==> config.mk <==
export PLATFORM = sky130hd
export DESIGN_NAME = key_event_frontend
export DESIGN_NICKNAME = d
export VERILOG_FILES = /design/src/rtl/key_ev_pkg.sv /design/src/rtl/key_debounce.sv /design/src/rtl/key_event_frontend.sv
export SDC_FILE = /design/constraint.sdc
export NUM_CORES = 1
export LEC_CHECK = 0
export CAP_MARGIN = 20
export CORE_MARGIN = 2
export CORE_UTILIZATION = 25
export CTS_CLUSTER_SIZE = 28
export DETAILED_ROUTE_END_ITERATION = 16
export MAX_ROUTING_LAYER = met4
export PLACE_DENSITY = 0.46
export SLEW_MARGIN = 20
export SYNTH_ARGS = -nofsm -noshare
export SYNTH_HDL_FRONTEND = slang
export SYNTH_SLANG_ARGS = --single-unit
==> constraint.sdc <==
create_clock -name i_clk -period 10.1 [get_ports i_clk]
set_clock_uncertainty 0.2 [all_clocks]
set_input_delay 2.02 -clock i_clk [delete_from_list [all_inputs] [get_ports i_clk]]
set_output_delay 2.02 -clock i_clk [all_outputs]
set_load 0.02 [all_outputs]
==> src/rtl/key_ev_pkg.sv <==
// Shared types and helpers for the key event front-end.
// Latency: none (types and a pure function only).
// Backpressure: not applicable.
package key_ev_pkg;

    localparam int NOTE_W = 7;
    localparam int EV_W   = 8;

    // One queued keyboard event: note-on/off flag plus MIDI note number.
    typedef struct packed {
        logic              on;
        logic [NOTE_W-1:0] note;
    } key_ev_t;

    // Clamp a signed note computation into the MIDI range 0..127.
    function automatic logic [NOTE_W-1:0] clamp_note(input int v);
        if (v < 0) begin
            return '0;
        end else if (v > 127) begin
            return 7'd127;
        end else begin
            return NOTE_W'(v);
        end
    endfunction

endpackage

==> src/rtl/key_debounce.sv <==
// Two-flop synchroniser followed by a stable-count debouncer for one raw line.
// Latency: raw change to o_level change is 2 + DBC_COUNT + 1 cycles.
// Backpressure: none; o_edge pulses for one cycle just before o_level flips.
module key_debounce #(
    parameter int DBC_COUNT = 255,
    parameter int DBC_W     = 8
) (
    input  logic i_clk,
    input  logic i_rst,
    input  logic i_raw,
    output logic o_level,
    output logic o_edge
);

    localparam logic [DBC_W-1:0] CNT_MAX = DBC_W'(DBC_COUNT);

    logic             r_s1;
    logic             r_s2;
    logic             r_stable;
    logic [DBC_W-1:0] r_cnt;
    logic             w_done;

    assign w_done = (r_cnt == CNT_MAX);

    // Synchronise the raw line; count cycles the synced level disagrees with the stable level.
    always_ff @(posedge i_clk) begin
        if (i_rst) begin
            r_s1     <= 1'b0;
            r_s2     <= 1'b0;
            r_stable <= 1'b0;
            r_cnt    <= '0;
        end else begin
            r_s1 <= i_raw;
            r_s2 <= r_s1;
            if (r_s2 == r_stable) begin
                r_cnt <= '0;
            end else if (w_done) begin
                r_stable <= r_s2;
                r_cnt    <= '0;
            end else begin
                r_cnt <= r_cnt + 1'b1;
            end
        end
    end

    assign o_level = r_stable;
    // High in the cycle whose closing edge flips the stable level.
    assign o_edge  = w_done & (r_s2 != r_stable);

endmodule

==> src/rtl/key_event_frontend.sv <==
// Keyboard front-end: debounce keys and pitch buttons, turn key edges into note events, queue them (optional sustain via KEY_SUSTAIN_EN).
// Latency: raw press to keys_down 2+DBC_COUNT+1 cycles; keys_down to ev_valid 1 cycle when the FIFO has room.
// Backpressure: ev_ready low fills the FIFO; further edges stay pending per key and are never dropped.
module key_event_frontend
    import key_ev_pkg::*;
#(
    parameter int N_KEYS     = 10,
    parameter int DBC_COUNT  = 255,
    parameter int DBC_W      = 8,
    parameter int FIFO_DEPTH = 8,
    parameter int BASE_NOTE  = 60,
    parameter int SHIFT_MAX  = 12
) (
    input  logic                          i_clk,
    input  logic                          i_rst,
    input  logic [N_KEYS-1:0]             i_key_raw,
    input  logic                          i_pitch_up,
    input  logic                          i_pitch_down,
    input  logic                          i_sustain,
    output logic                          o_ev_valid,
    input  logic                          i_ev_ready,
    output logic                          o_ev_on,
    output logic [NOTE_W-1:0]             o_ev_note,
    output logic signed [4:0]             o_pitch_offset,
    output logic [N_KEYS-1:0]             o_keys_down,
    output logic [$clog2(FIFO_DEPTH):0]   o_fifo_level
);

    localparam int N_LINES = N_KEYS + 2;
    localparam int AW      = $clog2(FIFO_DEPTH);
    localparam logic signed [4:0] OFF_MAX = 5'(SHIFT_MAX);
    localparam logic signed [4:0] OFF_MIN = -OFF_MAX;

    logic [N_LINES-1:0] w_raw;
    logic [N_LINES-1:0] w_level;
    logic [N_LINES-1:0] w_edge;
    logic [N_KEYS-1:0]  w_keys;
    logic [N_KEYS-1:0]  w_key_edge;
    logic               w_up_rise;
    logic               w_dn_rise;

    logic signed [4:0]  r_offset;
    logic [N_KEYS-1:0]  r_pending;
    logic [N_KEYS-1:0]  w_pend_nxt;
    logic [NOTE_W-1:0]  r_note_lat [N_KEYS];

    logic               w_found;
    logic [N_KEYS-1:0]  w_sel;
    logic [N_KEYS-1:0]  w_push_clr;
    key_ev_t            w_ev;
    logic               w_push;
    logic               w_pop;
    logic               w_full;

    key_ev_t            r_mem [FIFO_DEPTH];
    logic [AW-1:0]      r_wr_ptr;
    logic [AW-1:0]      r_rd_ptr;
    logic [AW:0]        r_level;
    key_ev_t            w_head;

    // Keys occupy the low lines, pitch up/down the two top lines.
    assign w_raw = {i_pitch_down, i_pitch_up, i_key_raw};

    for (genvar g = 0; g < N_LINES; g++) begin : g_dbc
        key_debounce #(
            .DBC_COUNT (DBC_COUNT),
            .DBC_W     (DBC_W)
        ) u_dbc (
            .i_clk   (i_clk),
            .i_rst   (i_rst),
            .i_raw   (w_raw[g]),
            .o_level (w_level[g]),
            .o_edge  (w_edge[g])
        );
    end

    assign w_keys     = w_level[N_KEYS-1:0];
    assign w_key_edge = w_edge[N_KEYS-1:0];
    assign w_up_rise  = w_edge[N_KEYS]   & ~w_level[N_KEYS];
    assign w_dn_rise  = w_edge[N_KEYS+1] & ~w_level[N_KEYS+1];

`ifdef KEY_SUSTAIN_EN
    logic              r_sus_s1;
    logic              r_sus;
    logic              r_sus_d;
    logic              w_sus_fall;
    logic [N_KEYS-1:0] r_hold;
    logic [N_KEYS-1:0] w_hold_nxt;

    // Synchronise the pedal and track keys whose release is being held off.
    always_ff @(posedge i_clk) begin
        if (i_rst) begin
            r_sus_s1 <= 1'b0;
            r_sus    <= 1'b0;
            r_sus_d  <= 1'b0;
            r_hold   <= '0;
        end else begin
            r_sus_s1 <= i_sustain;
            r_sus    <= r_sus_s1;
            r_sus_d  <= r_sus;
            r_hold   <= w_hold_nxt;
        end
    end

    assign w_sus_fall = r_sus_d & ~r_sus;
`else
    logic w_unused_sustain;
    assign w_unused_sustain = i_sustain;
`endif

    // Transpose: one semitone per debounced rising edge, saturating, both at once cancel.
    always_ff @(posedge i_clk) begin
        if (i_rst) begin
            r_offset <= '0;
        end else if (w_up_rise && !w_dn_rise && (r_offset != OFF_MAX)) begin
            r_offset <= r_offset + 5'sd1;
        end else if (w_dn_rise && !w_up_rise && (r_offset != OFF_MIN)) begin
            r_offset <= r_offset - 5'sd1;
        end
    end

    // Scanner: pick the lowest pending key and build its event.
    always_comb begin
        w_found = 1'b0;
        w_sel   = '0;
        w_ev    = '0;
        for (int i = 0; i < N_KEYS; i++) begin
            if (r_pending[i] && !w_found) begin
                w_found  = 1'b1;
                w_sel[i] = 1'b1;
                w_ev.on  = w_keys[i];
                w_ev.note = w_keys[i] ? clamp_note(BASE_NOTE + i + int'($signed(r_offset)))
                                      : r_note_lat[i];
            end
        end
    end

    assign w_full     = (r_level == (AW+1)'(FIFO_DEPTH));
    assign w_push     = w_found & ~w_full;
    assign w_push_clr = w_push ? w_sel : '0;
    assign w_pop      = o_ev_valid & i_ev_ready;

    // Pending bits: the push clears one, each stable edge toggles one so press+release annihilate.
    always_comb begin
        w_pend_nxt = r_pending & ~w_push_clr;
`ifdef KEY_SUSTAIN_EN
        w_hold_nxt = r_hold;
`endif
        for (int i = 0; i < N_KEYS; i++) begin
            if (w_key_edge[i]) begin
`ifdef KEY_SUSTAIN_EN
                if (w_keys[i] && r_sus) begin
                    // Release under sustain: cancel an unsent note-on, otherwise hold the note.
                    if (w_pend_nxt[i]) begin
                        w_pend_nxt[i] = 1'b0;
                    end else begin
                        w_hold_nxt[i] = 1'b1;
                    end
                end else if (!w_keys[i] && w_hold_nxt[i]) begin
                    // Re-press of a held key retriggers with a fresh note-on.
                    w_hold_nxt[i] = 1'b0;
                    w_pend_nxt[i] = 1'b1;
                end else begin
                    w_pend_nxt[i] = ~w_pend_nxt[i];
                end
`else
                w_pend_nxt[i] = ~w_pend_nxt[i];
`endif
            end
        end
`ifdef KEY_SUSTAIN_EN
        if (w_sus_fall) begin
            w_pend_nxt = w_pend_nxt | w_hold_nxt;
            w_hold_nxt = '0;
        end
`endif
    end

    // Register pending bits and latch the note of every emitted note-on.
    always_ff @(posedge i_clk) begin
        if (i_rst) begin
            r_pending <= '0;
            for (int i = 0; i < N_KEYS; i++) begin
                r_note_lat[i] <= '0;
            end
        end else begin
            r_pending <= w_pend_nxt;
            for (int i = 0; i < N_KEYS; i++) begin
                if (w_push_clr[i] && w_ev.on) begin
                    r_note_lat[i] <= w_ev.note;
                end
            end
        end
    end

    // Event FIFO storage; contents are don't-care while the level says empty.
    always_ff @(posedge i_clk) begin
        if (w_push) begin
            r_mem[r_wr_ptr] <= w_ev;
        end
    end

    // FIFO pointers and occupancy.
    always_ff @(posedge i_clk) begin
        if (i_rst) begin
            r_wr_ptr <= '0;
            r_rd_ptr <= '0;
            r_level  <= '0;
        end else begin
            if (w_push) begin
                r_wr_ptr <= r_wr_ptr + 1'b1;
            end
            if (w_pop) begin
                r_rd_ptr <= r_rd_ptr + 1'b1;
            end
            case ({w_push, w_pop})
                2'b10:   r_level <= r_level + 1'b1;
                2'b01:   r_level <= r_level - 1'b1;
                default: r_level <= r_level;
            endcase
        end
    end

    assign w_head         = r_mem[r_rd_ptr];
    assign o_ev_valid     = (r_level != '0);
    assign o_ev_on        = o_ev_valid & w_head.on;
    assign o_ev_note      = o_ev_valid ? w_head.note : '0;
    assign o_pitch_offset = r_offset;
    assign o_keys_down    = w_keys;
    assign o_fifo_level   = r_level;

endmodule

==> impl_metrics.toml <==
[detailed_routing]
wl_per_cell_um = 17.0
drtAntennaViolNets = 0
drc = 0
num_vias = 9814
wl_mm = 36.3
drt_iter0_drc = 815
vias_per_cell = 4.60
dr.pass1.iters = 5

[setup_path]
crit_buf_inv = 1
cp_max_fo = 16
worstPathCellList = "mux4_2 -> mux2i_1 -> nor2_1 -> clkdlybuf4s50_1"
critPathMaxStageDelay_ns = 0.85
start_kind = "flip-flop"
critical_path_arrival_ns = 2.70
cp-end-kind = "output pin"
criticalPathCategory = "flip-flop to output pin"
crit_family = "flip-flops"
slowest_stage = "dfxtp_1"
cp.required_ns = 7.88

[global_routing]
grt_max_degree = 35
grt_pass1_wl_mm = 56.9
grtUsageTotal = 0.133
grt_pass1_vias = 9888
grt_overflow = 0
antenna_found_initial = 0

[floorplanning]
die-area_mm2 = 0.0573
die_y_um = 239
core-area_mm2 = 0.0550
die_w_um = 239
rows = 86
pin_count = 44
start_util = 0.252

[worst_hold_path]
hold_class = "flip-flop to flip-flop"

[timing]
timing.final.crit_share = 0.487
max_freq_ghz = 0.203
grt_setup_unrepaired = "false"
layout_setup_ws_ns = 5.18
finalCriticalPeriod_ns = 4.92
setup_tns_ns = 0
max_slew_margin = 0.234
worstMarginPinSlew_ns = 1.14
setup_viol = 0
slew_viol_final = 0
hold_violations = 0

[logic_synthesis]
yosys.area.top_type = "edfxtp_1"
synth_area_leaders = "edfxtp_1 (29%), dfxtp_1 (23%), nor2_1 (5.8%)"
synthTopCellsByCount = "nor2_1 (215), dfxtp_1 (160), edfxtp_1 (134), nand2_1 (71), nand3_1 (70)"
synth-edff-count = 134
synth.avg_cell_area_um2 = 10.4
synth_cells = 1332
synth_top_area_share = 0.290
synth.cell_area_mm2 = 0.0139
yosys.cell_count.top_type = "nor2_1"
synth_cell_types = 75
synth_ff_type = "dfxtp_1"
syn_nets = 1386
yosysWarnings = 0
synth-seq-area-share = 0.522
ys_ff_latch = 294
async_flop_share = 0

[cells_and_area]
fillCellCount = 5677
nets = 1412
antenna_cells = 0
syn2layout_area_growth_pct = 17.6
layout-drive-gt1-share = 0.0930

[clocking]
clk_latency_ns = 0.55
cts_made_buffers = 37
cts_max_path_buffers = 3
postCtsHoldBufs = 0
clock-sinks = 294
cts_root_buf = "clkbuf_16"
cts_tree = "done"
clk_pin_slew_ns = 0.05
cts_resized = 0
cts_setup_buffers = 0
cts_max_level = 2

[run]
maxCapViolations = 0

[placed_design]
hpwl_mm = 24.6
port_buffers = 42
gp_congestion = 0.894
dp_slack_ns = 5.45

[status]
status = "completed"

[power]
p_leak_nw = 5.52
power.density_mw_per_mm2 = 161
ir_drop_uv = 104
p_total_w = 0.00263
-- placed cells by master (no fill, tap or decap), types with 9 or more instances in the layout --
cell               n
ha_1              37
edfxtp_1         134
nand3_1           70
mux2i_1           46
xor2_1            51
nand2b_1          19
inv_1             31
buf_4             22
o21ai_0           32
clkdlybuf4s50_1   41
nand2_1           70
a21oi_1           41
and3_1            25
a21o_1             9
a211oi_1          21
nor2b_1           39
a31oi_1           10
dfxtp_1          160
xnor2_1           64
nor2_1           215
nor3_1            43
mux4_2            16
clkbuf_16         37
-- layer usage --
layer,GRT usage,wire (µm)
met1,0.169,16700
met2,0.207,16600
met3,0.0251,1810
met4,0.0530,1200
met5,-,0
-- worst paths after layout --
kind	startpoint	to	slack [ns]	depth (start not counted)
hold / removal	g_dbc[7].u_dbc.r_s1	g_dbc[7].u_dbc.r_s2	0.24	1
setup reg to reg	o_pitch_offset[4]	r_mem[5][4]	5.86	7
setup / recovery	flip-flop	o_ev_note[4]	5.18	4
hold reg to reg	g_dbc[7].u_dbc.r_s1	g_dbc[7].u_dbc.r_s2	0.24	1
-- cells by family after synthesis --
family / count (synthesis) / synth area share
adder cells (fa/ha/maj): 38 / 0.0349
buffers and inverters: 108 / 0.0350
AND/OR/NAND/NOR: 526 / 0.182
flip-flops: 294 / 0.522
multiplexers: 69 / 0.0649
AO/OA/AOI/OAI: 182 / 0.0886
XOR/XNOR: 115 / 0.0727
-- registers in the layout (all words and copies together), names as in the netlist, named ones only --
| register | cells |
|---|---|
| g_dbc.u_dbc.o_level | 12 |
| g_dbc.u_dbc.r_cnt | 96 |
| r_mem | 64 |
| o_pitch_offset | 5 |
| o_fifo_level | 4 |
| r_pending | 10 |
| r_note_lat | 70 |
| r_rd_ptr | 3 |
| g_dbc.u_dbc.r_s1 | 12 |
| r_wr_ptr | 3 |
| g_dbc.u_dbc.r_s2 | 12 |
-- per-stage QoR --
step | hold slack, ns | std cells | instance area (µm²) | util
2_1_floorplan | 0.214 | 1332 | 13900 | -
6_report | 0.237 | 2135 | 16300 | 0.296
5_1_grt | 0.271 | 2135 | 16300 | 0.296
3_3_place_gp | 0.221 | 2067 | 15000 | 0.274
4_1_cts | 0.241 | 2135 | 16300 | 0.296
3_5_place_dp | 0.224 | 2067 | 15000 | 0.274
-- report_power, final --
group | total (W) | internal (W) | switching (W)
combinational | 0.0000367 | 0.0000140 | 0.0000228
sequential | 0.00126 | 0.00125 | 0.00000684
clock | 0.00133 | 0.000809 | 0.000523
-- final cells by class --
cell class,instances,area (µm²),share of cell area
clock inverter,18,193,0.0118
inverter,32,120,0.00737
multi-input combinational,930,6200,0.380
sequential,294,7230,0.444
tap,748,936,0.0574
timing repair buffer,63,576,0.0353
clock buffer,50,1040,0.0641
(Power assumes the default switching activity.)
